==> src/rtl/hps_node_fetch_if.sv <==
// Read port between the node fetcher (master) and HPS-bridge shared memory (slave).
// rd_req is held with a stable rd_addr until rd_ack, and rd_ack completes the request.
// Exactly one rd_valid/rd_data beat follows each acked request, no earlier than the next cycle.
interface hps_node_fetch_if #(
  parameter int ADDR_W = 16,
  parameter int DATA_W = 16
);
  logic              rd_req;
  logic [ADDR_W-1:0] rd_addr;
  logic              rd_ack;
  logic              rd_valid;
  logic [DATA_W-1:0] rd_data;

  modport master (output rd_req, rd_addr, input rd_ack, rd_valid, rd_data);
  modport slave  (input rd_req, rd_addr, output rd_ack, rd_valid, rd_data);
endinterface

==> src/rtl/hps_node_fetch.sv <==
// Loads up to NUM_NODES node records from shared memory into one flat vector,
// stopping early on a SENTINEL in word 0 of a record, on a read timeout, or on abort.
module hps_node_fetch #(
  parameter int                DATA_W         = 16,
  parameter int                ADDR_W         = 16,
  parameter int                WORDS_PER_NODE = 17,
  parameter int                NUM_NODES      = 2,
  parameter int                ADDR_STEP      = 2,
  parameter logic [DATA_W-1:0] SENTINEL       = DATA_W'(16'hFFFF),
  parameter int                TIMEOUT_CYCLES = 255
) (
  input  logic                                      clk,
  input  logic                                      reset,
  input  logic                                      start,
  input  logic                                      abort,
  input  logic [ADDR_W-1:0]                         base_addr,
  hps_node_fetch_if.master                          rd,
  output logic [NUM_NODES*WORDS_PER_NODE*DATA_W-1:0] node_data,
  output logic [$clog2(NUM_NODES+1)-1:0]            nodes_loaded,
  output logic                                      busy,
  output logic                                      done,
  output logic                                      sentinel_hit,
  output logic                                      timeout_err,
  output logic [1:0]                                dbg_state
);
  localparam int TOTAL = NUM_NODES * WORDS_PER_NODE;
  localparam int NDW   = TOTAL * DATA_W;
  localparam int I_W   = (TOTAL > 1) ? $clog2(TOTAL) : 1;
  localparam int W_W   = (WORDS_PER_NODE > 1) ? $clog2(WORDS_PER_NODE) : 1;
  localparam int NL_W  = $clog2(NUM_NODES + 1);
  localparam int TO_W  = $clog2(TIMEOUT_CYCLES + 1);

  localparam logic [I_W-1:0]  LAST_I = I_W'(TOTAL - 1);
  localparam logic [W_W-1:0]  LAST_W = W_W'(WORDS_PER_NODE - 1);
  localparam logic [TO_W-1:0] LAST_T = TO_W'(TIMEOUT_CYCLES - 1);

  localparam logic [1:0] S_IDLE = 2'd0;
  localparam logic [1:0] S_REQ  = 2'd1;
  localparam logic [1:0] S_WAIT = 2'd2;
  localparam logic [1:0] S_DONE = 2'd3;

  logic [1:0]        state_q, state_d;
  logic [ADDR_W-1:0] addr_q, addr_d;
  logic [I_W-1:0]    i_q, i_d;
  logic [W_W-1:0]    w_q, w_d;
  logic [TO_W-1:0]   tmo_q, tmo_d;
  logic [NDW-1:0]    nd_q, nd_d;
  logic [NL_W-1:0]   nl_q, nl_d;
  logic              sent_q, sent_d;
  logic              terr_q, terr_d;
  int                slot;

  always_comb begin
    state_d = state_q;
    addr_d  = addr_q;
    i_d     = i_q;
    w_d     = w_q;
    tmo_d   = tmo_q;
    nd_d    = nd_q;
    nl_d    = nl_q;
    sent_d  = sent_q;
    terr_d  = terr_q;
    slot    = (TOTAL - 1 - int'(i_q)) * DATA_W;
    case (state_q)
      S_IDLE: begin
        if (start) begin
          addr_d  = base_addr;
          i_d     = '0;
          w_d     = '0;
          tmo_d   = '0;
          nd_d    = '0;
          nl_d    = '0;
          sent_d  = 1'b0;
          terr_d  = 1'b0;
          state_d = S_REQ;
        end
      end
      S_REQ: begin
        if (abort) begin
          state_d = S_IDLE;
        end else if (rd.rd_ack) begin
          tmo_d   = '0;
          state_d = S_WAIT;
        end
      end
      S_WAIT: begin
        // abort outranks a same-cycle data beat and the timeout
        if (abort) begin
          state_d = S_IDLE;
        end else if (rd.rd_valid) begin
          if (w_q == '0 && rd.rd_data == SENTINEL) begin
            sent_d  = 1'b1;
            state_d = S_DONE;
          end else begin
            nd_d[slot +: DATA_W] = rd.rd_data;
            if (w_q == LAST_W) begin
              nl_d = nl_q + NL_W'(1);
              w_d  = '0;
            end else begin
              w_d = w_q + W_W'(1);
            end
            if (i_q == LAST_I) begin
              state_d = S_DONE;
            end else begin
              i_d     = i_q + I_W'(1);
              addr_d  = addr_q + ADDR_W'(ADDR_STEP);
              state_d = S_REQ;
            end
          end
        end else if (tmo_q == LAST_T) begin
          terr_d  = 1'b1;
          state_d = S_DONE;
        end else begin
          tmo_d = tmo_q + TO_W'(1);
        end
      end
      default: state_d = S_IDLE;
    endcase
  end

  always_ff @(posedge clk or negedge reset) begin
    if (!reset) begin
      state_q <= S_IDLE;
      addr_q  <= '0;
      i_q     <= '0;
      w_q     <= '0;
      tmo_q   <= '0;
      nd_q    <= '0;
      nl_q    <= '0;
      sent_q  <= 1'b0;
      terr_q  <= 1'b0;
    end else begin
      state_q <= state_d;
      addr_q  <= addr_d;
      i_q     <= i_d;
      w_q     <= w_d;
      tmo_q   <= tmo_d;
      nd_q    <= nd_d;
      nl_q    <= nl_d;
      sent_q  <= sent_d;
      terr_q  <= terr_d;
    end
  end

  assign rd.rd_req     = (state_q == S_REQ);
  assign rd.rd_addr    = addr_q;
  assign node_data     = nd_q;
  assign nodes_loaded  = nl_q;
  assign busy          = (state_q == S_REQ) || (state_q == S_WAIT);
  assign done          = (state_q == S_DONE);
  assign sentinel_hit  = sent_q;
  assign timeout_err   = terr_q;
  assign dbg_state     = state_q;
endmodule

==> src/flat_wrapper.sv <==
// flat-port wrapper written by rule: the top's interface ports become plain ports
module hps_node_fetch_flat 
#(
  parameter int                DATA_W         = 16,
  parameter int                ADDR_W         = 16,
  parameter int                WORDS_PER_NODE = 17,
  parameter int                NUM_NODES      = 2,
  parameter int                ADDR_STEP      = 2,
  parameter logic [DATA_W-1:0] SENTINEL       = DATA_W'(16'hFFFF),
  parameter int                TIMEOUT_CYCLES = 255
)
  (clk, reset, start, abort, base_addr, node_data, nodes_loaded, busy, done, sentinel_hit, timeout_err, dbg_state, rd_rd_req, rd_rd_addr, rd_rd_ack, rd_rd_valid, rd_rd_data);
  hps_node_fetch_if #(.ADDR_W(ADDR_W), .DATA_W(DATA_W)) rd_i ();
  input  logic clk;
  input  logic reset;
  input  logic start;
  input  logic abort;
  input  logic [ADDR_W-1:0] base_addr;
  output logic [NUM_NODES*WORDS_PER_NODE*DATA_W-1:0] node_data;
  output logic [$clog2(NUM_NODES+1)-1:0] nodes_loaded;
  output logic busy;
  output logic done;
  output logic sentinel_hit;
  output logic timeout_err;
  output logic [1:0] dbg_state;
  output wire logic [$bits(rd_i.rd_req)-1:0] rd_rd_req;
  output wire logic [$bits(rd_i.rd_addr)-1:0] rd_rd_addr;
  input wire logic [$bits(rd_i.rd_ack)-1:0] rd_rd_ack;
  input wire logic [$bits(rd_i.rd_valid)-1:0] rd_rd_valid;
  input wire logic [$bits(rd_i.rd_data)-1:0] rd_rd_data;
  assign rd_rd_req = rd_i.rd_req;
  assign rd_rd_addr = rd_i.rd_addr;
  assign rd_i.rd_ack = rd_rd_ack;
  assign rd_i.rd_valid = rd_rd_valid;
  assign rd_i.rd_data = rd_rd_data;
  hps_node_fetch #(.DATA_W(DATA_W), .ADDR_W(ADDR_W), .WORDS_PER_NODE(WORDS_PER_NODE), .NUM_NODES(NUM_NODES), .ADDR_STEP(ADDR_STEP), .SENTINEL(SENTINEL), .TIMEOUT_CYCLES(TIMEOUT_CYCLES)) u_core (.clk(clk), .reset(reset), .start(start), .abort(abort), .base_addr(base_addr), .rd(rd_i), .node_data(node_data), .nodes_loaded(nodes_loaded), .busy(busy), .done(done), .sentinel_hit(sentinel_hit), .timeout_err(timeout_err), .dbg_state(dbg_state));
endmodule
==> config.mk <==
export PLATFORM = sky130hd
export DESIGN_NAME = hps_node_fetch_flat
export DESIGN_NICKNAME = d
export VERILOG_FILES = /design/src/rtl/hps_node_fetch_if.sv /design/src/rtl/hps_node_fetch.sv /design/src/flat_wrapper.sv
export SDC_FILE = /design/constraint.sdc
export NUM_CORES = 1
export LEC_CHECK = 0
export BUFFER_PORTS_ARGS = -buffer_cell sky130_fd_sc_hd__buf_2
export CAP_MARGIN = 20
export CORE_UTILIZATION = 35
export DETAILED_ROUTE_END_ITERATION = 16
export GPL_ROUTABILITY_DRIVEN = 0
export HOLD_SLACK_MARGIN = 0.05
export PLACE_DENSITY = 0.69
export RECOVER_POWER = 50
export SLEW_MARGIN = 20
export SYNTH_ARGS = -nofsm -noshare
export SYNTH_HDL_FRONTEND = slang
export SYNTH_SLANG_ARGS = --single-unit
==> constraint.sdc <==
create_clock -name clk -period 7.8 [get_ports clk]
set_input_delay 0.39 -clock clk [delete_from_list [all_inputs] [get_ports clk]]
set_output_delay 0.39 -clock clk [all_outputs]
set_load 0.02 [all_outputs]
==> results.md <==
* Setup violators final at 0
* Die Height at 259 um
* Synth top cells by count: dfrtp_1, a22o_1, clkbuf_1
* Synthesis-stage register bit count at 585
* Max Used Layer: met4
* H-tree levels at 2
* Slew headroom at -194%
* Final Skew at 0.0153 ns
* Reg2Reg Launch Point: u_core.i_q[2]$_DFFE_PN0P_
* Top_reg_cell synth: dfrtp_1
* Metal3 WL at around 8600 um
* Final Hold Viols at 0
* Post-route setup TNS at 0 ns
* Seq/Total Area, Yosys at between 60 and 70%
* Hold crit path type: primary input to register
* Number of DRC markers in iteration 0 at between 2000 and 2500
* Vias at approximately 19000
* Post-synth EDFFs at 0
* Post-synthesis cell count at 1760
* Power per cell area at approximately 310 mW/mm^2
* Worst-Margin Slew at about 4.4 ns
* Hold_ws at 0.0908 ns
* Final ANT Viol Nets at 0
* Total gr overflow at 0
* Failing checks: max-capacitance violations, max-slew violations
* Fillers at between 6000 and 7000
* Leading area contributor after synthesis: dfrtp_1
* TritonCTS clock tree: yes
* Crit Path Class: register to register
* Worst r2r dst: u_core.node_data[202]$_DFFE_PN0P_
* Clk Latency, worst-skew pair at a little over 0.6 ns
* MaxCap Viol Count at 4
* CP max FO at 16
* Clock root buffer: clkbuf_16
* Post-Syn Nets at ~1800
* Ports at just over 600
* IO buf count at between 600 and 700
* Post-DP HPWL at 58300 um
* Hold Crit Depth at 3
* Hold path endpoint: u_core.rd.rd_addr[1]$_DFFE_PN0P_
* Hold Startpoint: base_addr[1]
* Routed length on met2 at between 40000 and 50000 um
* Total Routing Usage GR at around 26%
* Post-synth cell types at 69
* Peak VDD IR at about 0.00026 V
* Post-Route WL at 88000 um
* Initial Util at roughly 36%
* First-pass GRT wire length at ~130000 um
* CP arrival at between 5 and 6 ns
* Initial antenna violation count at 0
* Status: finished, violations left
* RSZ-0062 raised after global routing: no
* Share of cells above drive strength 1 at a little over a tenth
* WP data required at between 8 and 9 ns
* Period utilisation layout at 68.5%
* Final core occ at 44.1%
* Post-Syn Area at 0.0230 sq mm
* Avg Vias per Cell at 5.81
* Clk buf depth at 3
* Pin count of the biggest net entering global routing at 180
* Die area at 0.0668 sq mm
* Final net count at roughly 2400
* TritonCTS Buffers at 60
* Worst-case reg-to-reg path depth at 15
* Clk slew on worst S/H paths at 0.06 ns
* Mean routed wirelength per cell at between 20 and 30 um
* M1 wire length at around 35000 um
* Final min period at approximately 5.3 ns
* CORE AREA at roughly 0.065 sq mm
* LEAKAGE at roughly 13 nW
* Crit start category: register
* Drt pass-1 iters at 6
* Die Width at ~260 um
* Peak Freq at 0.187 GHz
* Sink Count at 585
* Synth-to-layout area growth at 23.8%
* Postcts setup bufs at 0
* Ys async rst share at 100%
* Post-synth top area share at around 64%
* Number of global-route vias before repair at 18800
* Avg Cell Area, Syn at ~13 sq um
* Register-to-register setup slack at around 2.5 ns
* Cell row count at just over 90
* Synth warnings at 0
* Most frequent cell after synthesis: dfrtp_1
* Main area contributors after synthesis: dfrtp_1, a22o_1, o2bb2ai_1
* Final Max Slew Viols at about 430
* CP endpoint kind: register
* DR DRC count at 0
## flip-flops by register name, summed over array words and instances, names as in the netlist
signal,cells
u_core.tmo_q,8
u_core.w_q,5
u_core.nodes_loaded,2
u_core.timeout_err,1
u_core.rd.rd_addr,16
u_core.dbg_state,2
u_core.i_q,6
u_core.node_data,544
u_core.sentinel_hit,1
## cells in the final DEF, fill, tap and decap left out, types with 17 or more instances in the layout
master / count
a21oi_1: 17
buf_2: 37
dfrtp_1: 585
o2bb2ai_1: 64
nand2_1: 84
o21ai_0: 21
buf_4: 64
clkbuf_16: 61
nor3_1: 19
nor2_1: 63
clkbuf_1: 583
ha_1: 22
nand3_1: 26
a22o_1: 480
## worst max-delay path, stage by stage (launching register included)
cell	delay, ns
dfrtp_1	0.47
inv_1	0.15
ha_1	0.28
nor3b_1	0.41
xnor2_1	0.29
nand2_1	0.17
inv_1	0.06
ha_1	0.54
nand4b_1	0.15
or4b_1	0.53
a211oi_1	0.22
buf_4	0.22
nand2_1	0.51
nor4_4	0.94
nand2_1	0.11
o2bb2ai_1	0.20
## per-stage QoR
step / cells / power [W] / area (sq um) / setup slack (ns)
floorplan: 1760 / 0.00470 / 23000 / 3.63
global placement: 3128 / 0.00578 / 27100 / 2.74
detailed placement: 3128 / 0.00586 / 27100 / 2.55
CTS: 3252 / 0.00873 / 29200 / 2.56
global route: 3254 / 0.00905 / 28500 / 1.49
finish: 3255 / 0.00872 / 28500 / 2.46
## per-layer routing
| metal | vias to the layer above | global-route usage [%] |
|---|---|---|
| met5 | - | 0 |
| met4 | 0 | 8.51 |
| met3 | 201 | 7.02 |
| met2 | 1059 | 40.7 |
| met1 | 9753 | 34.0 |
| li1 | 7883 | - |
## layout make-up
cell class	count	area, sq um	share of cell area [%]
clock buffer	84	1720	6.04
sequential	585	14600	51.3
tap	855	1070	3.75
clock inverter	27	248	0.869
timing repair buffer	688	2960	10.4
antenna	1	2.50	0.00878
inverter	15	56.3	0.197
multi-input combinational	1000	7810	27.4
## logic make-up (layout without fill, tap and decap cells)
kind of cell	Yosys count	in the layout	share of synthesized area, %
other cells	0	1	0
simple gates	294	294	7.01
compound gates	648	648	23.7
mux	15	15	0.668
xor+xnor	21	21	0.799
fa+ha+maj	22	22	1.20
buf+inv	175	814	3.06
flops	585	585	63.6
## worst max-delay path by stage
stage	startpoint	end	slack, ns	depth (start not counted)
after CTS	u_core.i_q[2]$_DFFE_PN0P_	u_core.node_data[207]$_DFFE_PN0P_	2.56	15
after floorplan	u_core.i_q[1]$_DFFE_PN0P_	u_core.node_data[38]$_DFFE_PN0P_	3.63	15
after global routing	reset	u_core.node_data[52]$_DFFE_PN0P_	1.49	3
final	u_core.i_q[2]$_DFFE_PN0P_	u_core.node_data[202]$_DFFE_PN0P_	2.46	15
after detailed placement	u_core.i_q[1]$_DFFE_PN0P_	u_core.node_data[207]$_DFFE_PN0P_	2.55	15
after global placement	u_core.i_q[1]$_DFFE_PN0P_	u_core.node_data[204]$_DFFE_PN0P_	2.74	15
## power by group
group          switching [W]  internal, W  total, W
sequential         0.0000951      0.00310   0.00320
clock                0.00123      0.00164   0.00288
combinational        0.00213     0.000514   0.00264
total                0.00346      0.00526   0.00872
## timing repair
action,CTS,global route
hold buffers,13,0
hold endpoints to repair,128,0
resized for setup,0,0
Power figures use the tool's default switching activity.
